$ cat config.mk
export PLATFORM = sky130hd
export DESIGN_NAME = norm_lut_addr_gen
export DESIGN_NICKNAME = d
export VERILOG_FILES = /design/src/rtl/norm_lut_addr_gen.sv
export SDC_FILE = /design/constraint.sdc
export NUM_CORES = 1
export LEC_CHECK = 0
export BUFFER_PORTS_ARGS = -buffer_cell sky130_fd_sc_hd__buf_2
export CAP_MARGIN = 20
export CORE_ASPECT_RATIO = 1.1
export CORE_MARGIN = 3
export CORE_UTILIZATION = 35
export DETAILED_ROUTE_END_ITERATION = 8
export PLACE_DENSITY = 0.6
export SLEW_MARGIN = 40
export SYNTH_ARGS = -nofsm -noshare
export SYNTH_HDL_FRONTEND = slang
export SYNTH_SLANG_ARGS = --single-unit
export TNS_END_PERCENT = 10
$ cat constraint.sdc
create_clock -name clk -period 10.4 [get_ports clk]
set_input_delay 0.52 -clock clk [delete_from_list [all_inputs] [get_ports clk]]
set_output_delay 0.52 -clock clk [all_outputs]
set_load 0.02 [all_outputs]
$ cat src/rtl/norm_lut_addr_gen.sv
// rtl/norm_lut_addr_gen.sv - normalization LUT address generator and scaler
//
// Purpose: takes a stream of signed activations, sums the squares of the last
// WINDOW samples of the current group, and turns that sum into a saturated
// address for an external registered LUT ROM. One cycle after the read, the
// LUT value is used to scale the activation in fixed point.
//
// Ports:
//   clk          clock, rising edge
//   reset        asynchronous reset, active low
//   in_data      signed activation            in_valid / in_ready / in_last
//   rom_address  registered ROM address       rom_enable (read strobe)
//   rom_data     ROM registered output, unsigned, FRAC_BITS fractional bits
//   out_data     saturated scaled activation  out_valid / out_ready / out_last
module norm_lut_addr_gen #(
  parameter int DATA_WIDTH = 16,
  parameter int ADDR_WIDTH = 11,
  parameter int LUT_WIDTH  = 16,
  parameter int WINDOW     = 3,
  parameter int SQ_SHIFT   = 8,
  parameter int FRAC_BITS  = 14
) (
  input  logic                  clk,
  input  logic                  reset,
  input  logic [DATA_WIDTH-1:0] in_data,
  input  logic                  in_valid,
  input  logic                  in_last,
  output logic                  in_ready,
  output logic [ADDR_WIDTH-1:0] rom_address,
  output logic                  rom_enable,
  input  logic [LUT_WIDTH-1:0]  rom_data,
  output logic [DATA_WIDTH-1:0] out_data,
  output logic                  out_valid,
  output logic                  out_last,
  input  logic                  out_ready
);

  localparam int SQ_W   = 2 * DATA_WIDTH;
  localparam int SUM_W  = 2 * DATA_WIDTH + $clog2(WINDOW) + 1;
  localparam int HIST_N = (WINDOW > 1) ? WINDOW - 1 : 1;
  localparam int PROD_W = DATA_WIDTH + LUT_WIDTH + 1;

  logic                  adv;
  logic                  accept;
  logic [SQ_W-1:0]       sq;
  logic [SUM_W-1:0]      sum;
  logic [SUM_W-1:0]      sum_shr;
  logic [ADDR_WIDTH-1:0] addr;
  logic [SQ_W-1:0]       hist [HIST_N];

  logic                  s1_valid;
  logic [DATA_WIDTH-1:0] s1_x;
  logic                  s1_last;
  logic                  s2_valid;
  logic [DATA_WIDTH-1:0] s2_x;
  logic                  s2_last;

  logic signed [PROD_W-1:0] prod;
  logic signed [PROD_W-1:0] prod_shr;
  logic [DATA_WIDTH-1:0]    sat_data;

  // The whole pipeline moves as one: it only freezes when the output register
  // holds data the consumer has not taken.
  assign adv        = !out_valid || out_ready;
  assign in_ready   = reset && adv;
  assign accept     = in_valid && in_ready;
  // Reading only on advance keeps rom_data aligned with S2 across stalls.
  assign rom_enable = reset && s1_valid && adv;

  // Square of a two's complement value is never negative and fits in 2*DW
  // bits, including the -2^(DW-1) corner.
  assign sq = $signed(in_data) * $signed(in_data);

  always_comb begin
    sum = SUM_W'(sq);
    for (int i = 0; i < WINDOW - 1; i++) begin
      sum = sum + SUM_W'(hist[i]);
    end
    sum_shr = sum >> SQ_SHIFT;
    if (sum_shr > {{(SUM_W - ADDR_WIDTH){1'b0}}, {ADDR_WIDTH{1'b1}}}) begin
      addr = '1;
    end else begin
      addr = sum_shr[ADDR_WIDTH-1:0];
    end
  end

  // LUT value is unsigned, so it gets a zero sign bit before the signed
  // multiply; >>> floors toward -inf.
  assign prod     = $signed(s2_x) * $signed({1'b0, rom_data});
  assign prod_shr = prod >>> FRAC_BITS;

  always_comb begin
    sat_data = prod_shr[DATA_WIDTH-1:0];
    if (prod_shr[PROD_W-1:DATA_WIDTH-1] !=
        {(PROD_W - DATA_WIDTH + 1){prod_shr[PROD_W-1]}}) begin
      sat_data = prod_shr[PROD_W-1] ? {1'b1, {(DATA_WIDTH - 1){1'b0}}}
                                    : {1'b0, {(DATA_WIDTH - 1){1'b1}}};
    end
  end

  always_ff @(posedge clk or negedge reset) begin
    if (!reset) begin
      for (int i = 0; i < HIST_N; i++) begin
        hist[i] <= '0;
      end
      rom_address <= '0;
      s1_valid    <= 1'b0;
      s1_x        <= '0;
      s1_last     <= 1'b0;
      s2_valid    <= 1'b0;
      s2_x        <= '0;
      s2_last     <= 1'b0;
      out_valid   <= 1'b0;
      out_data    <= '0;
      out_last    <= 1'b0;
    end else begin
      // A group's last sample wipes the history so the next group starts clean.
      if (accept) begin
        if (in_last) begin
          for (int i = 0; i < HIST_N; i++) begin
            hist[i] <= '0;
          end
        end else begin
          hist[0] <= sq;
          for (int i = 1; i < HIST_N; i++) begin
            hist[i] <= hist[i-1];
          end
        end
      end
      if (adv) begin
        s1_valid <= accept;
        if (accept) begin
          rom_address <= addr;
          s1_x        <= in_data;
          s1_last     <= in_last;
        end
        s2_valid  <= s1_valid;
        s2_x      <= s1_x;
        s2_last   <= s1_last;
        out_valid <= s2_valid;
        out_data  <= sat_data;
        out_last  <= s2_last;
      end
    end
  end

endmodule

Word-level counts from Yosys, hierarchy flattened

Index checks and enable logic that the tools add are counted.

Flip-flop bits (word level): 129
Bits in latches: 0
Memory bits (writable): 0
Memory bits (read-only): 0
Input bits: 37
Output and inout bits: 31
Word-level logic and storage cells: 29
Memories kept: 0

Add/sub/neg operators: 2
Multiply operators: 2
Divide/modulo/power cells: 0
Order comparisons: 1
Eq/ne operators: 1
Shift operators: 0
Muxes and demuxes: 4
Bitwise gates (word level): 0
Reductions and logical operators: 7

Operator list:

| cell                                                  | number |
|---|---|
| two-way mux 64 bit                                    | 1 |
| adder 33 x 32 -> 34 bit                               | 1 |
| adder 32 x 32 -> 33 bit                               | 1 |
| multiplier 16 x 17 -> 33 bit                          | 1 |
| multiplier 16 x 16 -> 32 bit                          | 1 |
| two-way mux 16 bit                                    | 2 |
| > comparator 26 x 11 -> 1 bit (second input constant) | 1 |
| two-way mux 11 bit                                    | 1 |
| logical AND 1 bit                                     | 4 |
| != test 3 bit                                         | 1 |
| AND reduction 2 bit                                   | 1 |
| zero test 1 bit                                       | 1 |
| logical OR 1 bit                                      | 1 |

Depth between registers and ports, before layout

Gate-level depths: netlist of run 1.

Word-level depth: 5
Depth in mapped cells: 39
Gate-level depth less buffers: 36

Worst setup path after synthesis of run 1

Ideal clock, no wire load.

Path type: input-to-reg
From: input in_data[6]
To: register rom_address[0]
Setup time: 0.126 ns
Arrival time: 9.065 ns
Data required time: 10.274 ns
Slack: 1.209 ns
Cell stages on the path: 34
Path buffers: 4
Path through: clkbuf_1 clkbuf_1 nand2_1 fa_1 fa_1 fa_1 fa_1 inv_1 fa_1 inv_1 fa_1 inv_1 ha_1 a21o_1 a221oi_1 o21ai_2 a21o_1 a221o_1 a2111o_1 a31o_1 o41ai_2 xor2_1 fa_1 inv_1 ha_1 clkbuf_1 nor3b_1 a221oi_1 nand3_1 nor4b_1 nand4_1 nor4_1 buf_2 a21oi_1

Cells in the longest elaborated chain, start to end: 5

Ends and longest elaborated chain:

| what                             | line | text |
|---|---|---|
| start, declared                  | 25   | `input logic [DATA_WIDTH-1:0] in_data,` |
| multiplier 16 x 16 -> 32 bit (*) | 72   | `assign sq = $signed(in_data) * $signed(in_data);` |
| adder 32 x 32 -> 33 bit (*)      | 77   | `sum = sum + SUM_W'(hist[i]);` |
| adder 33 x 32 -> 34 bit (*)      | 77   |  |
| > comparator 26 x 11 -> 1 bit    | 80   | `if (sum_shr > {{(SUM_W - ADDR_WIDTH){1'b0}}, {ADDR_WIDTH{1'b1}}}) begin` |
| two-way mux 11 bit (*)           | 80   |  |
| end signal, assigned             | 133  | `rom_address <= addr;` |
| end, declared                    | 29   | `output logic [ADDR_WIDTH-1:0] rom_address,` |

Mark *: on every way between the ends. The rest lies on a longest branch, timed or not.
A chain may end at the register's enable or synchronous reset.

Worst setup path after layout of run 1

From: input in_data[1]
To: register rom_address[4]

The elaborated chain is that of the path after synthesis.

==> results of run 1 <==
[synthesized netlist by cell type, types with 6 or more instances]
master	count
and2_1	131
a221o_1	16
a21o_1	29
nor2b_1	15
ha_1	235
nor3_1	11
nand4_1	18
nor2_1	98
o21a_1	10
clkbuf_1	100
a21oi_1	63
o31ai_1	32
or3_1	6
inv_1	692
xnor2_1	41
o21bai_1	10
xor2_1	32
nand2_1	368
a31oi_1	6
dfrtp_1	128
fa_1	461
nand3_1	13
a211oi_1	11
o22ai_1	26
nand2b_1	23
o21ai_0	42
[area by class of cell]
class / count / area (µm²)
clock buffers: 21 / 470
clock inverters: 11 / 154
fillers: 7033 / 42100
inverters: 692 / 2600
flip-flops and latches: 128 / 3210
diodes: 1 / 2.50
well taps: 918 / 1150
repair buffers: 81 / 453
multi-input cells: 1779 / 18200
[per-stage QoR]
step | setup WS, ps | area (µm²) | utilization | hold slack, ps | std cells
2_1_floorplan | 1210 | 24400 | - | 224 | 2704
3_3_place_gp | 704 | 25600 | 0.375 | 367 | 3597
3_5_place_dp | 667 | 25600 | 0.375 | 370 | 3597
4_1_cts | 1130 | 26200 | 0.384 | 429 | 3630
5_1_grt | 501 | 26300 | 0.384 | 459 | 3630
6_report | 1100 | 26300 | 0.384 | 463 | 3631
[state kept, by name, indices dropped and copies added (netlist names)]
| register | count |
|---|---|
| s1_valid | 1 |
| hist | 63 |
| s2_valid | 1 |
| out_data | 16 |
| s1_last | 1 |
| rom_address | 11 |
| s1_x | 16 |
| out_last | 1 |
| s2_x | 16 |
| out_valid | 1 |
| s2_last | 1 |
[worst register-to-register path: cells and delay by family, from the launching register on]
kind                       cells  cell delay (ps)
adders and majority gates      7             3370
buffers and inverters          6              420
AOI/OAI and AO/OA              6             1820
and+or+nand+nor                5              990
DFF                            1              850
[final timing paths]
path | from | slack (ps) | depth (start not counted) | end
max | in_data[1] | 1100 | 33 | rom_address[4]
min | reset | 460 | 2 | s1_x[13]
max reg2reg | s2_x[1] | 2880 | 24 | out_data[6]
min reg2reg | out_last | 470 | 2 | out_last
max in group asynchronous | reset | 8980 | 3 | s2_x[4]
min in group clk | out_last | 470 | 2 | out_last
[kinds of logic (layout without fill, tap and decap cells)]
family,count (synthesis),count (layout)
other,0,1
multiplexers,6,6
flip-flops,128,128
AND/OR/NAND/NOR,710,710
AO/OA/AOI/OAI,294,294
adder cells (fa/ha/maj),696,696
buffers and inverters,797,805
XOR/XNOR,73,73
[layer usage]
metal / vias up / global-route usage / part of all wire
li1: 8189 / - / -
met1: 8769 / 0.190 / 0.40
met2: 329 / 0.298 / 0.53
met3: 101 / 0.0227 / 0.035
met4: 2 / 0.0595 / 0.036
met5: - / 0 / 0.00023
==> impl_metrics.csv, run 1 <==
group,metric,value,unit
job,maxCapViolations,0,
cts,cts_resized,0,
sta,relSlewSlack,0.450,
critical_path,crit_path_start_kind,"input port",
synth,synth_top_area_frac,0.378,
critical_path,cp_slowest_stage_delay,540,ps
critical_path,path_class,"in -> reg",
synth,synth-async-reset-ratio,1.00,
die,rows,100,
synth,yosys-mux-area-fraction,0.00262,
critical_path,arrival,9630,ps
die,core_region_area,0.0683,mm²
synth,synth_top_family_by_area,"adder cells",
synth,yosysWarnings,0,
synth,synth_simple_gate_area_frac,0.134,
routing,vias,17390,
synth,syn-cell-area,0.0244,mm²
critical_path,cpMostUsedCell,"fa_1",
cts,ctsRootBufferMaster,"clkbuf_16",
critical_path,crit_slowest_cell,"fa_1",
synth,yosys.area.top_type,"fa_1",
routing,routed_wirelength,56.6,mm
worst_hold_path,hold_path.class,"in -> async",
critical_path,critical_path.endpoint_type,"flip-flop",
final_layout,final_cell_mix,"inv_1 (692), fa_1 (461), nand2_1 (366), ha_1 (235), and2_1 (131)",
sta,tightest_slew,825,ps
synth,avgSynthCellArea,9.02,µm²
sta,period_needed,9300,ps
synth,synth.net_count,3437,
run_status,status,"complete, no violations",
sta,finalSetupViolCount,0,
die,fp.dieW,258,µm
synth,ys_seq_area_frac,0.131,
placement,gp_congestion,0.851,
global_routing,first_global_vias,18691,
sta,hold_viol,0,
routing,ant_nets,0,
cts,cts_setup_buffers,0,
global_routing,grt_start_max_net_pins,72,
critical_path,critical_path_peak_fanout,23,
sta,finClkSkew,11.3,ps
cts,clkTransAtPathRegs,70,ps
final_layout,layout_commonest_cell,"inv_1",
die,dieArea,0.0729,mm²
placement,dp_hpwl,45.6,mm
die,die_h,283,µm
global_routing,grt_antenna_before_repair,3,
sta,finalCritPeriodShare,0.895,
synth,synth_ff_type,"dfrtp_1",
placement,io_buffers,67,
synth,synth_compound_area_frac,0.0845,
sta,fmax,107,MHz
critical_path,crit_family,"adder cells",
die,initial_utilization,0.357,
routing,vias_per_cell,4.79,
global_routing,grt_pass1_wl,94.7,mm
die,io_pins,68,
synth,synthDistinctLibCells,65,
final_layout,syn_to_final_growth,7.59,%
final_layout,drive_gt1_frac,0.0505,
global_routing,grt-ovfl-total,0,
routing,wire_per_inst,15.6,µm
cts,cts_hold_buf,1,
cts,clk_latency,460,ps
sta,rsz0062_at_grt,"no",
synth,yosys.area_share.xor_xnor,0.0262,
cts,cts_made_buffers,17,
routing,drc,0,
synth,synth_edf_count,0,
cts,cts_buffer_depth,2,
cts,cts.sinks,128,
synth,synth_fa_ha_area_frac,0.499,
cts,cts_htree_levels,4,
sta,slew_viol_final,0,
synth,syn_inst,2704,
routing,dr.first_iter.drc_count,816,
routing,drt_pass1_iterations,5,
critical_path,cp.required,10730,ps
global_routing,grt_use_total,0.161,
cts,cts_tree,"yes",
final_layout,nNetsFinal,3432,
synth,synth_seq_cells,128,
synth,yosys-top-cells-area,"fa_1 (38%), dfrtp_1 (13%), ha_1 (12%)",
critical_path,cp_num_buf_inv,7,
sta,tns,0,ps
Power of run 1 is not shown: default switching activity piles up to over one toggle a cycle in this logic, so the estimate is an artifact.
==> inputs of run 2 (changes only) <==
==> constraint.sdc (replaced) <==
create_clock -name clk -period 10.4 [get_ports clk]
set_input_delay 1.04 -clock clk [delete_from_list [all_inputs] [get_ports clk]]
set_output_delay 1.04 -clock clk [all_outputs]
set_load 0.02 [all_outputs]
==> impl_metrics.csv, run 2 (synthesized netlist as in run 1, its figures left out) <==
group,metric,value,unit
run_status,status,"complete, no violations",
critical_path,worstRegToRegCells,24,
placement,io_buffers,67,
die,dieArea,0.0729,mm²
sta,relSlewSlack,0.379,
cts,clkTransAtPathRegs,60,ps
die,rows,100,
cts,cts_hold_buf,0,
critical_path,cpMostUsedCell,"fa_1",
routing,drt_pass1_iterations,5,
placement,place_ws,222,ps
cts,cts_buffer_depth,2,
global_routing,grt_antenna_before_repair,3,
die,core_region_area,0.0683,mm²
sta,tns,0,ps
critical_path,crit_slowest_cell,"fa_1",
sta,fmax,103,MHz
global_routing,grt-ovfl-total,0,
final_layout,final_cell_mix,"inv_1 (692), fa_1 (461), nand2_1 (366), ha_1 (235), and2_1 (131)",
final_layout,utilization,0.386,
die,fp.dieW,258,µm
cts,cts.sinks,128,
cts,ctsRootBufferMaster,"clkbuf_16",
critical_path,cp.required,10720,ps
sta,finalSetupViolCount,0,
job,maxCapViolations,0,
final_layout,multi_input_area,0.0182,mm²
sta,finClkSkew,11.7,ps
global_routing,grt_pass1_wl,94.3,mm
critical_path,critical_path.endpoint_type,"flip-flop",
critical_path,crit_family,"adder cells",
routing,vias_per_cell,4.79,
routing,drc,0,
routing,vias,17486,
final_layout,drive_gt1_frac,0.0564,
worst_hold_path,hold_path.class,"reg -> reg",
critical_path,path_class,"in -> reg",
sta,tightest_slew,932,ps
final_layout,nNetsFinal,3449,
final_layout,largest-register,"hist",
final_layout,syn_to_final_growth,8.17,%
final_layout,layout_commonest_cell,"inv_1",
critical_path,critical_path_peak_fanout,14,
cts,cts_resized,0,
global_routing,first_global_vias,18498,
critical_path,cp_num_buf_inv,8,
cts,cts_htree_levels,4,
sta,slew_viol_final,0,
critical_path,crit_path_start_kind,"input port",
routing,routed_wirelength,56.8,mm
die,io_pins,68,
placement,dp_hpwl,46.3,mm
sta,fin_worst_hold_slack,463,ps
sta,fin_ws,673,ps
final_layout,largest_register_ffs,63,
critical_path,path_depth,34,
sta,rsz0062_at_grt,"no",
routing,dr.first_iter.drc_count,774,
final_layout,regArea,0.00320,mm²
global_routing,grt_use_total,0.161,
critical_path,arrival,10040,ps
cts,cts_made_buffers,17,
final_layout,fillers,7045,
cts,clk_latency,440,ps
placement,gp_congestion,0.877,
die,initial_utilization,0.357,
worst_hold_path,worstHoldPathCells,2,
cts,cts_setup_buffers,0,
routing,ant_nets,0,
routing,wire_per_inst,15.6,µm
die,die_h,283,µm
sta,finalCritPeriodShare,0.935,
global_routing,grt_start_max_net_pins,90,
sta,hold_viol,0,
critical_path,cp_slowest_stage_delay,560,ps
sta,period_needed,9730,ps
cts,cts_tree,"yes",
[run 2: final timing paths]
check	from	end	slack, ps
worst max-delay path	in_data[3]	rom_address[4]	670
worst min register to register	s2_valid	s2_valid	460
worst max register to register	s2_x[4]	out_data[6]	2760
max in group asynchronous	reset	s2_x[5]	8850
min in group asynchronous	reset	hist[19]	480
worst min-delay path	s2_valid	s2_valid	460
[run 2: layout make-up]
class | instances | area share
multi-input cells | 1779 | 0.690
flip-flops and latches | 128 | 0.121
inverters | 692 | 0.0984
well taps | 918 | 0.0435
repair buffers | 98 | 0.0219
clock buffers | 20 | 0.0173
clock inverters | 12 | 0.00687
diodes | 2 | 0.000190
[run 2: tightest hold or removal path: cells and delay by family (launching register included)]
family,cells,cell delay [ps]
DFF,1,340
and+or+nand+nor,2,100
[run 2: per-stage QoR]
step / area [µm²] / std cells
finish: 26400 / 3649
global route: 26400 / 3647
CTS: 26400 / 3647
detailed placement: 25700 / 3615
global placement: 25700 / 3615
floorplan: 24400 / 2704
[run 2: metal layers]
layer | part of all wire | wire (µm) | vias up | global-route usage
met3 | 0.027 | 1520 | 91 | 0.0187
li1 | - | - | 8237 | -
met1 | 0.40 | 22500 | 8893 | 0.189
met2 | 0.55 | 31200 | 263 | 0.303
met4 | 0.027 | 1530 | 2 | 0.0499
met5 | 0.00023 | 13 | - | 0
Power of run 2 is left out for the same reason.
